### src/rtl/dram_pkg.sv
// rtl/dram_pkg.sv - command-FSM state encoding shared by the DRAM controller
package dram_pkg;
   typedef enum logic [2:0] {
      IDLE,
      INIT,
      ACTIVATE,
      READ,
      WRITE,
      PRECHARGE,
      REFRESH,
      NOP
   } dram_state_t;
endpackage

### src/rtl/dram_timing_ctrl.sv
// rtl/dram_timing_ctrl.sv - command-to-command delay timer and tREFI refresh request generator
// Optional: DRAM_REF_POSTPONE_EN turns the pending-refresh flag into a saturating postponement counter.
module dram_timing_ctrl
   import dram_pkg::*;
#(
   parameter int tRCD  = 14,
   parameter int tRD   = 22,
   parameter int tWR   = 34,
   parameter int tRP   = 14,
   parameter int tRFC  = 280,
   parameter int tREFI = 3120,
   parameter int CNT_W = 12
) (
   input  logic        CLK,
   input  logic        RST,
   input  dram_state_t state,
   input  dram_state_t nstate,
   input  logic        init_done,
   input  logic        clear,
   output logic        tACT_done,
   output logic        tRD_done,
   output logic        tWR_done,
   output logic        tPRE_done,
   output logic        tREF_done,
   output logic        rf_req,
   output logic        rf_urgent
);

   // A zero parameter behaves as one cycle, so both load the terminal count directly.
   function automatic logic [CNT_W-1:0] last_of(input int t);
      return (t <= 1) ? '0 : CNT_W'(t - 1);
   endfunction

   function automatic logic is_timed(input dram_state_t s);
      return (s == ACTIVATE) || (s == READ) || (s == WRITE) ||
             (s == PRECHARGE) || (s == REFRESH);
   endfunction

   localparam logic [CNT_W-1:0] REFI_LAST = last_of(tREFI);

   logic [CNT_W-1:0] tcnt;
   logic [CNT_W-1:0] ld_val;
   dram_state_t      tsel;
   logic             active;
   logic             load;
   logic             strobe;
   logic [CNT_W-1:0] refi_cnt;
   logic             tick;
   logic             issued;

   assign load = (nstate != state) && is_timed(nstate);

   always_comb begin
      ld_val = '0;
      case (nstate)
         ACTIVATE:  ld_val = last_of(tRCD);
         READ:      ld_val = last_of(tRD);
         WRITE:     ld_val = last_of(tWR);
         PRECHARGE: ld_val = last_of(tRP);
         REFRESH:   ld_val = last_of(tRFC);
         default:   ld_val = '0;
      endcase
   end

   always_ff @(posedge CLK or posedge RST) begin
      if (RST) begin
         tcnt   <= '0;
         tsel   <= IDLE;
         active <= 1'b0;
      end else if (clear) begin
         active <= 1'b0;
      end else if (load) begin
         tcnt   <= ld_val;
         tsel   <= nstate;
         active <= 1'b1;
      end else if (active) begin
         if (tcnt != '0)
            tcnt <= tcnt - CNT_W'(1);
         else
            active <= 1'b0;
      end
   end

   // clear masks the strobe in the same cycle; it is the only combinational input path.
   assign strobe    = active && (tcnt == '0) && !clear;
   assign tACT_done = strobe && (tsel == ACTIVATE);
   assign tRD_done  = strobe && (tsel == READ);
   assign tWR_done  = strobe && (tsel == WRITE);
   assign tPRE_done = strobe && (tsel == PRECHARGE);
   assign tREF_done = strobe && (tsel == REFRESH);

   assign tick   = init_done && (refi_cnt == REFI_LAST);
   assign issued = (nstate == REFRESH) && (state != REFRESH);

   always_ff @(posedge CLK or posedge RST) begin
      if (RST)
         refi_cnt <= '0;
      else if (!init_done || tick)
         refi_cnt <= '0;
      else
         refi_cnt <= refi_cnt + CNT_W'(1);
   end

`ifdef DRAM_REF_POSTPONE_EN
   logic [3:0] pending;

   always_ff @(posedge CLK or posedge RST) begin
      if (RST)
         pending <= 4'd0;
      else if (tick && !issued && (pending != 4'd8))
         pending <= pending + 4'd1;
      else if (issued && !tick && (pending != 4'd0))
         pending <= pending - 4'd1;
   end

   assign rf_req    = (pending != 4'd0);
   assign rf_urgent = (pending == 4'd8);
`else
   logic pending;

   // A tick coinciding with an issued refresh keeps the request alive.
   always_ff @(posedge CLK or posedge RST) begin
      if (RST)
         pending <= 1'b0;
      else if (tick)
         pending <= 1'b1;
      else if (issued)
         pending <= 1'b0;
   end

   assign rf_req    = pending;
   assign rf_urgent = 1'b0;
`endif

endmodule
### config.mk
export PLATFORM = sky130hd
export DESIGN_NAME = dram_timing_ctrl
export DESIGN_NICKNAME = d
export VERILOG_FILES = /design/src/rtl/dram_pkg.sv /design/src/rtl/dram_timing_ctrl.sv
export SDC_FILE = /design/constraint.sdc
export NUM_CORES = 1
export LEC_CHECK = 0
export ABC_CLOCK_PERIOD_IN_PS = 1800
export CELL_PAD_IN_SITES_DETAIL_PLACEMENT = 0
export CELL_PAD_IN_SITES_GLOBAL_PLACEMENT = 1
export CORE_UTILIZATION = 40
export DETAILED_ROUTE_END_ITERATION = 12
export PLACE_DENSITY_LB_ADDON = 0.08
export SLEW_MARGIN = 30
export SYNTH_ARGS = -nofsm -noshare
export SYNTH_HDL_FRONTEND = slang
export SYNTH_SLANG_ARGS = --single-unit
### constraint.sdc
create_clock -name CLK -period 1.8 [get_ports CLK]
set_input_delay 0.36 -clock CLK [delete_from_list [all_inputs] [get_ports CLK]]
set_output_delay 0.36 -clock CLK [all_outputs]
set_load 0.05 [all_outputs]
## Yosys cells after proc, flatten, opt, wreduce, memory -nomap -nowiden

Index checks and enable logic that the tools add are counted.
W data, S select, Z words.

- Flip-flop bits (word level): 29
- Bits of input ports: 10
- Word-level logic and storage cells: 57

- Add/subtract/negate cells: 2
- Equality and inequality tests: 13
- Multiplexer cells: 11
- Bitwise logic cells: 1
- Reductions and logical operators: 25

Operators with widths:

| cell | count |
|---|---|
| $mux W12 | 4 |
| $pmux W9 S4 | 1 |
| $eq A3 B3 Y1 const B | 6 |
| $add A12 B1 Y12 const B | 1 |
| $eq A12 B12 Y1 const B | 1 |
| $eq A3 B2 Y1 const B | 4 |
| $logic_not A12 Y1 | 1 |
| $reduce_bool A12 Y1 | 1 |
| $sub A12 B1 Y12 const B | 1 |
| $logic_and A1 B1 Y1 | 10 |
| $mux W1 | 6 |
| $reduce_bool A2 Y1 | 3 |
| $logic_or A1 B1 Y1 | 5 |
| $ne A3 B3 Y1 | 1 |
| $ne A3 B3 Y1 const B | 1 |
| $reduce_and A3 Y1 | 1 |
| $logic_not A1 Y1 | 2 |
| $reduce_and A2 Y1 | 1 |
| $reduce_or A2 Y1 | 1 |
| $not A1 Y1 | 1 |

## Longest topological paths before layout

Gate-level depths: netlist of run 1.

- Depth in word-level cells: 8
- Gate-level depth with buffers: 8
- Mapped depth without buffers: 8

## Worst setup path before layout of run 1

No wires, ideal clock.

- Path kind: reg-to-output
- Start: register tcnt[0]
- End: output port tPRE_done
- Arrival time: 2.754 ns
- Path slack: -1.314 ns
- Stages on the path, launching flop included: 7
- Cell sequence: dfrtp_1 -> inv_1 -> ha_1 -> nor4b_1 -> and3_4 -> nand3_1 -> nor4b_1

- Longest elaborated chain between the ends: 4

RTL lines:

| element | RTL line | source |
|---|---|---|
| from (decl) | dram_timing_ctrl.sv:41 | `logic [CNT_W-1:0] tcnt;` |
| from (signal assigned) | dram_timing_ctrl.sv:73 | `tcnt <= ld_val;` |
| from (signal assigned) | dram_timing_ctrl.sv:78 | `tcnt <= tcnt - CNT_W'(1);` |
| $logic_not A12 Y1 | dram_timing_ctrl.sv:85 | `assign strobe = active && (tcnt == '0) && !clear;` |
| $logic_and A1 B1 Y1 (2 in series) | dram_timing_ctrl.sv:85 |  |
| $logic_and A1 B1 Y1 | dram_timing_ctrl.sv:89 | `assign tPRE_done = strobe && (tsel == PRECHARGE);` |
| to (decl) | dram_timing_ctrl.sv:23 | `output logic tPRE_done,` |

No other way between the ends.

## Final worst setup path of run 1

- Start: register tcnt[0]
- End: output port tACT_done

- Longest elaborated chain between the ends: 4

RTL lines:

| element | RTL line | source |
|---|---|---|
| $logic_not A12 Y1 | dram_timing_ctrl.sv:85 |  |
| $logic_and A1 B1 Y1 (2 in series) | dram_timing_ctrl.sv:85 |  |
| $logic_and A1 B1 Y1 | dram_timing_ctrl.sv:86 | `assign tACT_done = strobe && (tsel == ACTIVATE);` |
| to (decl) | dram_timing_ctrl.sv:20 | `output logic tACT_done,` |

No other way between the ends.

==> metrics.md, run 1 <==
| Metric | Value |
|---|---|
| Buffer and inverter count on the worst path | `3` |
| Min-delay worst type | `in2reg` |
| CTS tree | `yes` |
| CP Launch Type | `register` |
| Clock Pin Slew Worst Setup and Hold Paths | `0.06 ns` |
| Netlist Area Pre-Place | `1810 um2` |
| Final period utilization | `1.28` |
| Synth top cells by count | `29 x dfrtp_1, 18 x nor2_1, 11 x nand2_1` |
| Ys async rst share | `1.00` |
| Post-synthesis area per instance | `9.95 um2` |
| Post-synth cell types | `58` |
| Vias | `1694` |
| Tmin final | `2.30 ns` |
| Longest Clk Path Bufs | `2` |
| Clock power frac | `0.234` |
| Failing checks | `setup timing` |
| Share of layout cells above drive strength 1 | `0.453` |
| Outcome | `finished, violations left` |
| ANT cells | `0` |
| Final Skew | `0.00390 ns` |
| CP Class | `reg2out` |
| Area grow syn2layout | `56.6%` |
| Hold buffers post-CTS | `0` |
| Count leader, synth | `dfrtp_1` |
| Pleak | `0.00128 uW` |
| Top cells by area, synth | `dfrtp_1 40%, nor2_1 3.7%, xor2_1 3.4%` |
| RePlAce Congestion | `0.906` |
| Switching Share | `0.335` |
| Setup WS post-layout | `-0.496 ns` |
| Maximum clock rate | `436 MHz` |
| Core ar. | `4350 um2` |
| Critical path arrival | `1.94 ns` |
| Final number of hold-violating endpoints | `0` |
| Comb power frac | `0.404` |
| Critical Path End Type | `output port` |
| Synth Area in Compound Gates | `0.171` |
| Final nets | `267` |
| Dpl hpwl | `3360 um` |
| Final setup fails | `18` |
| Simple-gate share of the synthesized area | `0.262` |
| Critical-path cell list | `inv_2, ha_4, nor4b_4, and3_4, nand2_4, buf_4, nor3_2, buf_12` |
| Register area share after synthesis | `0.401` |
| Die Wd | `69.3 um` |
| 1st-iter DRT viols | `103` |
| Final Cell Area | `2840 um2` |
| Worst Hold Slack | `0.431 ns` |
| First-pass GRT wire length | `8220 um` |
| Worst R2R Setup Slack | `-0.34 ns` |
| Req. time, crit path | `1.44 ns` |
| Initial antenna violation count | `0` |
| TritonCTS Buffers | `5` |
| Root Buffer | `clkbuf_8` |
| Sequential group share of total power | `0.363` |
| CTS H-tree lvls | `2` |
| Max_cap viols | `0` |
| Adder-Cell Fraction of Synth Area | `0.0207` |
| CTS Sinks | `29` |
| Setup WS pre-CTS | `-0.590 ns` |
| Initial Utilization | `0.416` |
| GRT Total Usage | `0.216` |
| Clk_lat worst skew | `0.28 ns` |
| Area after DPL | `2430 um2` |
| Overflow after GRT | `0` |
| Drt total wl | `4910 um` |
| Crit-path max cell delay | `0.40 ns` |
| Worst Path Max Fanout | `3` |
| # rows | `24` |
| XOR/XNOR Fraction of Synth Area | `0.0580` |
| Cells after Synth | `182` |
| Die span in y | `69.3 um` |
| Drt drc | `0` |
| Vias in the first global route | `1780` |
| Largest family of logic cells by synthesized area | `simple AND/OR/NAND/NOR gates` |
| Synthesis-stage register bit count | `29` |
| Fill count | `350` |
| Vias/cell | `5.54` |
| Syn_nets | `195` |
| Die area | `4800 um2` |
| Leading area contributor after synthesis | `dfrtp_1` |
| Delay-heaviest family, CP | `simple AND/OR/NAND/NOR gates` |
| RSZ-0062 raised after global routing | `true` |
| DR WL/cell | `16.1 um` |
| First-pass DRT Iterations | `5` |
| Slowest-stage cell, CP | `dfrtp_1` |
| Port buffer count | `15` |
| EDFF count, synth | `0` |
| Mux share of post-synthesis cell area | `0.0387` |
| Largest net degree at the start of global routing | `30` |
| Ports | `17` |
| PD cells | `825 nW/um2` |
| Internal Power | `1560 uW` |
| YS warnings | `0` |
| Antenna Violating Nets Remaining | `0` |
| Most used DFF post-synth | `dfrtp_1` |
| Post-synth top area share | `0.401` |
| Max-slew violations | `0` |
| P_sw | `784 uW` |
| Max VDD drop | `0.000563 V` |
-- worst reg2reg max path, delay by kind of cell (launching register included) --
kind | cells | cell delay [ns]
compound gates | 1 | 0.19
fa+ha+maj | 1 | 0.15
buf+inv | 4 | 0.48
flops | 1 | 0.38
simple gates | 4 | 0.87
-- area by class of cell --
cell class | instances | area, um2 | area share
Sequential cell | 29 | 726 | 0.256
Timing Repair Buffer | 72 | 689 | 0.243
Multi-Input combinational cell | 135 | 1230 | 0.432
Tap cell | 52 | 65.1 | 0.0229
Clock buffer | 7 | 86.3 | 0.0304
Inverter | 11 | 43.8 | 0.0154
-- per-layer routing --
| layer | GRT usage | wire, um |
|---|---|---|
| met1 | 0.244 | 2070 |
| met2 | 0.385 | 2590 |
| met3 | 0.0523 | 138 |
| met4 | 0.0907 | 111 |
| met5 | 0 | 0 |
-- sequential cells by signal, summed over array words and instances (netlist names) --
register	flops
tsel	3
rf_req	1
refi_cnt	12
tcnt	12
active	1
-- power groups by stage --
stage	combinational [uW]	sequential [uW]	clock, uW
after floorplan	352	860	0
after global placement	694	835	0
after detailed placement	709	835	0
after CTS	862	844	556
after global routing	1010	863	587
final	945	849	547
-- layout by cell type, fill, tap and decap left out, types with 2 or more instances in the layout --
cell type        instances
a22o_1                   4
mux2_4                   2
clkbuf_8                 6
inv_2                    3
nand2b_1                 2
nor2_1                  16
buf_12                   7
mux2_2                   3
buf_2                    2
nand2_1                  8
nor3b_4                  2
o21ai_0                  2
or3b_1                   2
nand3_1                  8
nor4b_4                  2
nand2_4                  2
nor3_1                   4
and3_1                   6
clkdlybuf4s50_1          3
xnor2_1                  5
o22ai_2                  2
o2bb2ai_2                2
a2bb2oi_2                2
o22ai_1                  3
a31oi_1                  7
a21oi_1                  2
dlygate4sd2_1            3
inv_1                    7
ha_4                     2
buf_4                   43
buf_6                   12
dfrtp_1                 29
nor2_4                   3
nor4_2                   2
xor2_1                   7
-- cells by family (layout without fill, tap and decap cells) --
family	count (synthesis)	after routing
compound gates	35	35
xor+xnor	12	12
fa+ha+maj	3	3
buf+inv	18	90
flops	29	29
mux	6	6
other cells	1	1
simple gates	78	78
-- what timing repair did --
item | in CTS | in global routing
setup endpoints to repair | 21 | 21
gates cloned | 0 | 0
resized for setup | 44 | 18
pin swaps | 15 | 11
buffers inserted | 10 | 6
-- worst paths after layout --
path                                          end                   from  depth (start not counted)
max                                     tACT_done    tcnt[0]$_DFFE_PP0P_                          8
min                           tsel[2]$_DFFE_PP0P_              nstate[2]                          2
max reg2reg                  tcnt[10]$_DFFE_PP0P_    tcnt[0]$_DFFE_PP0P_                         10
min reg2reg                 refi_cnt[0]$_DFF_PP0_  refi_cnt[0]$_DFF_PP0_                          1
max in group asynchronous     tsel[1]$_DFFE_PP0P_                    RST                          3
min in group asynchronous  refi_cnt[10]$_DFF_PP0_                    RST                          3
-- stage by stage --
step / instances / power, uW / utilization / setup TNS, ns
after floorplan: 182 / 1210 / - / -1.48
after global placement: 286 / 1530 / 0.558 / -8.61
after detailed placement: 286 / 1540 / 0.558 / -9.60
after CTS: 303 / 2260 / 0.629 / -3.70
after global routing: 306 / 2460 / 0.651 / -7.07
final: 306 / 2340 / 0.651 / -5.42
(Power assumes the default switching activity.)
==> run 2: changes to the inputs <==
--- a/config.mk
+++ b/config.mk
@@ -11,6 +11,7 @@
 export CORE_UTILIZATION = 40
 export DETAILED_ROUTE_END_ITERATION = 12
 export PLACE_DENSITY_LB_ADDON = 0.08
+export SETUP_SLACK_MARGIN = 0.05
 export SLEW_MARGIN = 30
 export SYNTH_ARGS = -nofsm -noshare
 export SYNTH_HDL_FRONTEND = slang
==> metrics.md, run 2 (same netlist as run 1, synthesis figures left out) <==
| Metric | Value |
|---|---|
| Outcome | `finished, violations left (unchanged)` |
| Failing checks | `setup timing (unchanged)` |
| CTS Sinks | `29 (unchanged)` |
| CP Class | `reg2out (unchanged)` |
| Area grow syn2layout | `60.8% (was 56.6%)` |
| ANT cells | `0 (unchanged)` |
| Die Wd | `69.3 um (unchanged)` |
| Vias | `1729 (was 1694)` |
| Critical path launch point | `tcnt[7]$_DFFE_PP0P_ (was tcnt[0]$_DFFE_PP0P_)` |
| Hold path endpoint | `tsel[1]$_DFFE_PP0P_ (was tsel[2]$_DFFE_PP0P_)` |
| First-pass DRT Iterations | `4 (was 5)` |
| Pleak | `0.00133 uW (was 0.00128 uW)` |
| Ports | `17 (unchanged)` |
| Dpl hpwl | `3380 um (was 3360 um)` |
| HP Start | `nstate[1] (was nstate[2])` |
| GRT Total Usage | `0.224 (was 0.216)` |
| Final number of hold-violating endpoints | `0 (unchanged)` |
| # rows | `24 (unchanged)` |
| Min-delay worst type | `in2reg (unchanged)` |
| Final setup fails | `18 (unchanged)` |
| Die span in y | `69.3 um (unchanged)` |
| Root Buffer | `clkbuf_8 (unchanged)` |
| Hold buffers post-CTS | `0 (unchanged)` |
| Delay-heaviest family, CP | `simple AND/OR/NAND/NOR gates (unchanged)` |
| Clock Pin Slew Worst Setup and Hold Paths | `0.07 ns (was 0.06 ns)` |
| Drt drc | `0 (unchanged)` |
| Vias in the first global route | `1780 (unchanged)` |
| TritonCTS Buffers | `5 (unchanged)` |
| Final nets | `274 (was 267)` |
| FF-to-FF path depth | `10 (unchanged)` |
| Tmin final | `2.31 ns (was 2.30 ns)` |
| PD cells | `820 nW/um2 (was 825 nW/um2)` |
| Largest net degree at the start of global routing | `30 (unchanged)` |
| Worst reg2reg startpoint | `tcnt[1]$_DFFE_PP0P_ (was tcnt[0]$_DFFE_PP0P_)` |
| Max_cap viols | `0 (unchanged)` |
| WHS Path Cells | `2 (unchanged)` |
| CTS tree | `yes (unchanged)` |
| Crit-path max cell delay | `0.40 ns (about the same)` |
| RR Endpoint | `tcnt[1]$_DFFE_PP0P_ (was tcnt[10]$_DFFE_PP0P_)` |
| Share of layout cells above drive strength 1 | `0.496 (was 0.453)` |
| Worst Hold Slack | `0.391 ns (was 0.431 ns)` |
| DR WL/cell | `16.2 um (was 16.1 um)` |
| Vias/cell | `5.51 (was 5.54)` |
| CP Launch Type | `register (unchanged)` |
| Buffer and inverter count on the worst path | `1 (was 3)` |
| Req. time, crit path | `1.44 ns (about the same)` |
| Placed instance count | `293 (was 286)` |
| Core ar. | `4350 um2 (unchanged)` |
| Initial Utilization | `0.416 (unchanged)` |
| Antenna Violating Nets Remaining | `0 (unchanged)` |
| Final Skew | `0.00291 ns (was 0.00390 ns)` |
| Top flop regs | `refi_cnt: 12 flops, tcnt: 12 flops, tsel: 3 flops (unchanged)` |
| Maximum clock rate | `432 MHz (was 436 MHz)` |
| Worst R2R Setup Slack | `-0.21 ns (was -0.34 ns)` |
| Longest Clk Path Bufs | `2 (unchanged)` |
| Critical-path cell list | `nor4_2, and3_4, nand2_4, nor2_4, nor4bb_4, buf_12 (was inv_2, ha_4, nor4b_4, and3_4, nand2_4, buf_4, nor3_2, buf_12)` |
| Setup WS post-layout | `-0.514 ns (was -0.496 ns)` |
| Clk_lat worst skew | `0.28 ns (about the same)` |
| Slowest-stage cell, CP | `dfrtp_1 (unchanged)` |
| Max VDD drop | `0.000604 V (was 0.000563 V)` |
| Drt total wl | `5090 um (was 4910 um)` |
| Die area | `4800 um2 (unchanged)` |
| Most frequent cells in the layout | `54 x buf_4, 29 x dfrtp_1, 15 x nor2_1 (was 43 x buf_4, 29 x dfrtp_1, 16 x nor2_1)` |
| Worst Path Max Fanout | `3 (unchanged)` |
| RePlAce Congestion | `0.833 (was 0.906)` |
| Finished Layout Cells | `314 (was 306)` |
| First-pass GRT wire length | `8480 um (was 8220 um)` |
| Final period utilization | `1.29 (was 1.28)` |
| Most common cell after layout, fill and taps aside | `buf_4 (unchanged)` |
| Port buffer count | `15 (unchanged)` |
| RSZ-0062 raised after global routing | `true (unchanged)` |
| CTS H-tree lvls | `2 (unchanged)` |
| Overflow after GRT | `0 (unchanged)` |
| Initial antenna violation count | `0 (unchanged)` |
| Max-slew violations | `0 (unchanged)` |
| Fill count | `333 (was 350)` |
| Critical path arrival | `1.95 ns (was 1.94 ns)` |
| Critical Path End Type | `output port (unchanged)` |
| 1st-iter DRT viols | `77 (was 103)` |
-- run 2: cell types whose count changed in the layout (fill, tap and decap cells not counted), sizes merged --
cell | previous run | this run
dlygate4sd2 | 3 | 1
buf | 65 | 74
clkbuf | 7 | 5
clkinv | 0 | 2
clkinvlp | 0 | 1
-- run 2: per-stage QoR --
stage	instance area, um2	setup WS (ns)	total power [uW]	util	setup TNS (ns)
global route	2910	-0.589	2510	0.669	-5.50
floorplan	1910	-0.322	1220	-	-1.49
finish	2910	-0.514	2390	0.669	-4.06
CTS	2850	-0.518	2320	0.655	-2.80
global placement	2480	-0.524	1560	0.569	-8.39
detailed placement	2480	-0.567	1580	0.569	-8.85
-- run 2: what timing repair did --
action	CTS	global route
setup buffers	13	6
endpoints found under the setup margin	21	21
hold endpoints to repair	0	0
pin swaps	21	14
gates resized for setup	59	13
-- run 2: routing by layer --
layer / vias to the layer above / part of all wire / GRT usage
met1: 859 / 0.43 / 0.275
li1: 828 / - / -
met5: - / 0 / 0
met3: 7 / 0.028 / 0.0334
met4: 0 / 0.014 / 0.0748
met2: 35 / 0.52 / 0.399
-- run 2: how the worst max path moves through the flow --
stage	to	depth (start not counted)	slack, ns
after floorplan	tWR_done	7	-0.32
after global placement	tcnt[0]$_DFFE_PP0P_	7	-0.52
after detailed placement	tcnt[7]$_DFFE_PP0P_	7	-0.57
after CTS	tPRE_done	7	-0.52
after global routing	tWR_done	8	-0.59
final	tWR_done	6	-0.51
-- run 2: final cells by class --
cell class | instances | area [um2] | area share
clock buffer | 5 | 68.8 | 0.0236
clock inverter | 3 | 17.5 | 0.00601
inverter | 11 | 43.8 | 0.0150
multi-input combinational | 135 | 1280 | 0.440
sequential | 29 | 726 | 0.249
tap | 52 | 65.1 | 0.0223
timing repair buffer | 79 | 711 | 0.244
-- run 2: worst register-to-register path: cells and delay by family, from the launching register on --
family,cells,cell delay (ns)
DFF,1,0.37
buffers and inverters,4,0.49
and+or+nand+nor,4,0.59
adders and majority gates,1,0.15
muxes,1,0.31
-- run 2: report_power, final --
| part | total (uW) | internal (uW) | switching (uW) |
|---|---|---|---|
| Combinational | 1000 | 538 | 465 |
| Clock | 525 | 266 | 259 |
| Sequential | 860 | 748 | 113 |
| Total | 2390 | 1550 | 837 |
==> run 3: changes to the inputs <==
--- a/config.mk
+++ b/config.mk
@@ -6,6 +6,7 @@
 export NUM_CORES = 1
 export LEC_CHECK = 0
 export ABC_CLOCK_PERIOD_IN_PS = 1800
+export CAP_MARGIN = 15
 export CELL_PAD_IN_SITES_DETAIL_PLACEMENT = 0
 export CELL_PAD_IN_SITES_GLOBAL_PLACEMENT = 1
 export CORE_UTILIZATION = 40
==> results of run 3 <==
Same layout as run 2: the final DEF is identical, and so are final timing and power.
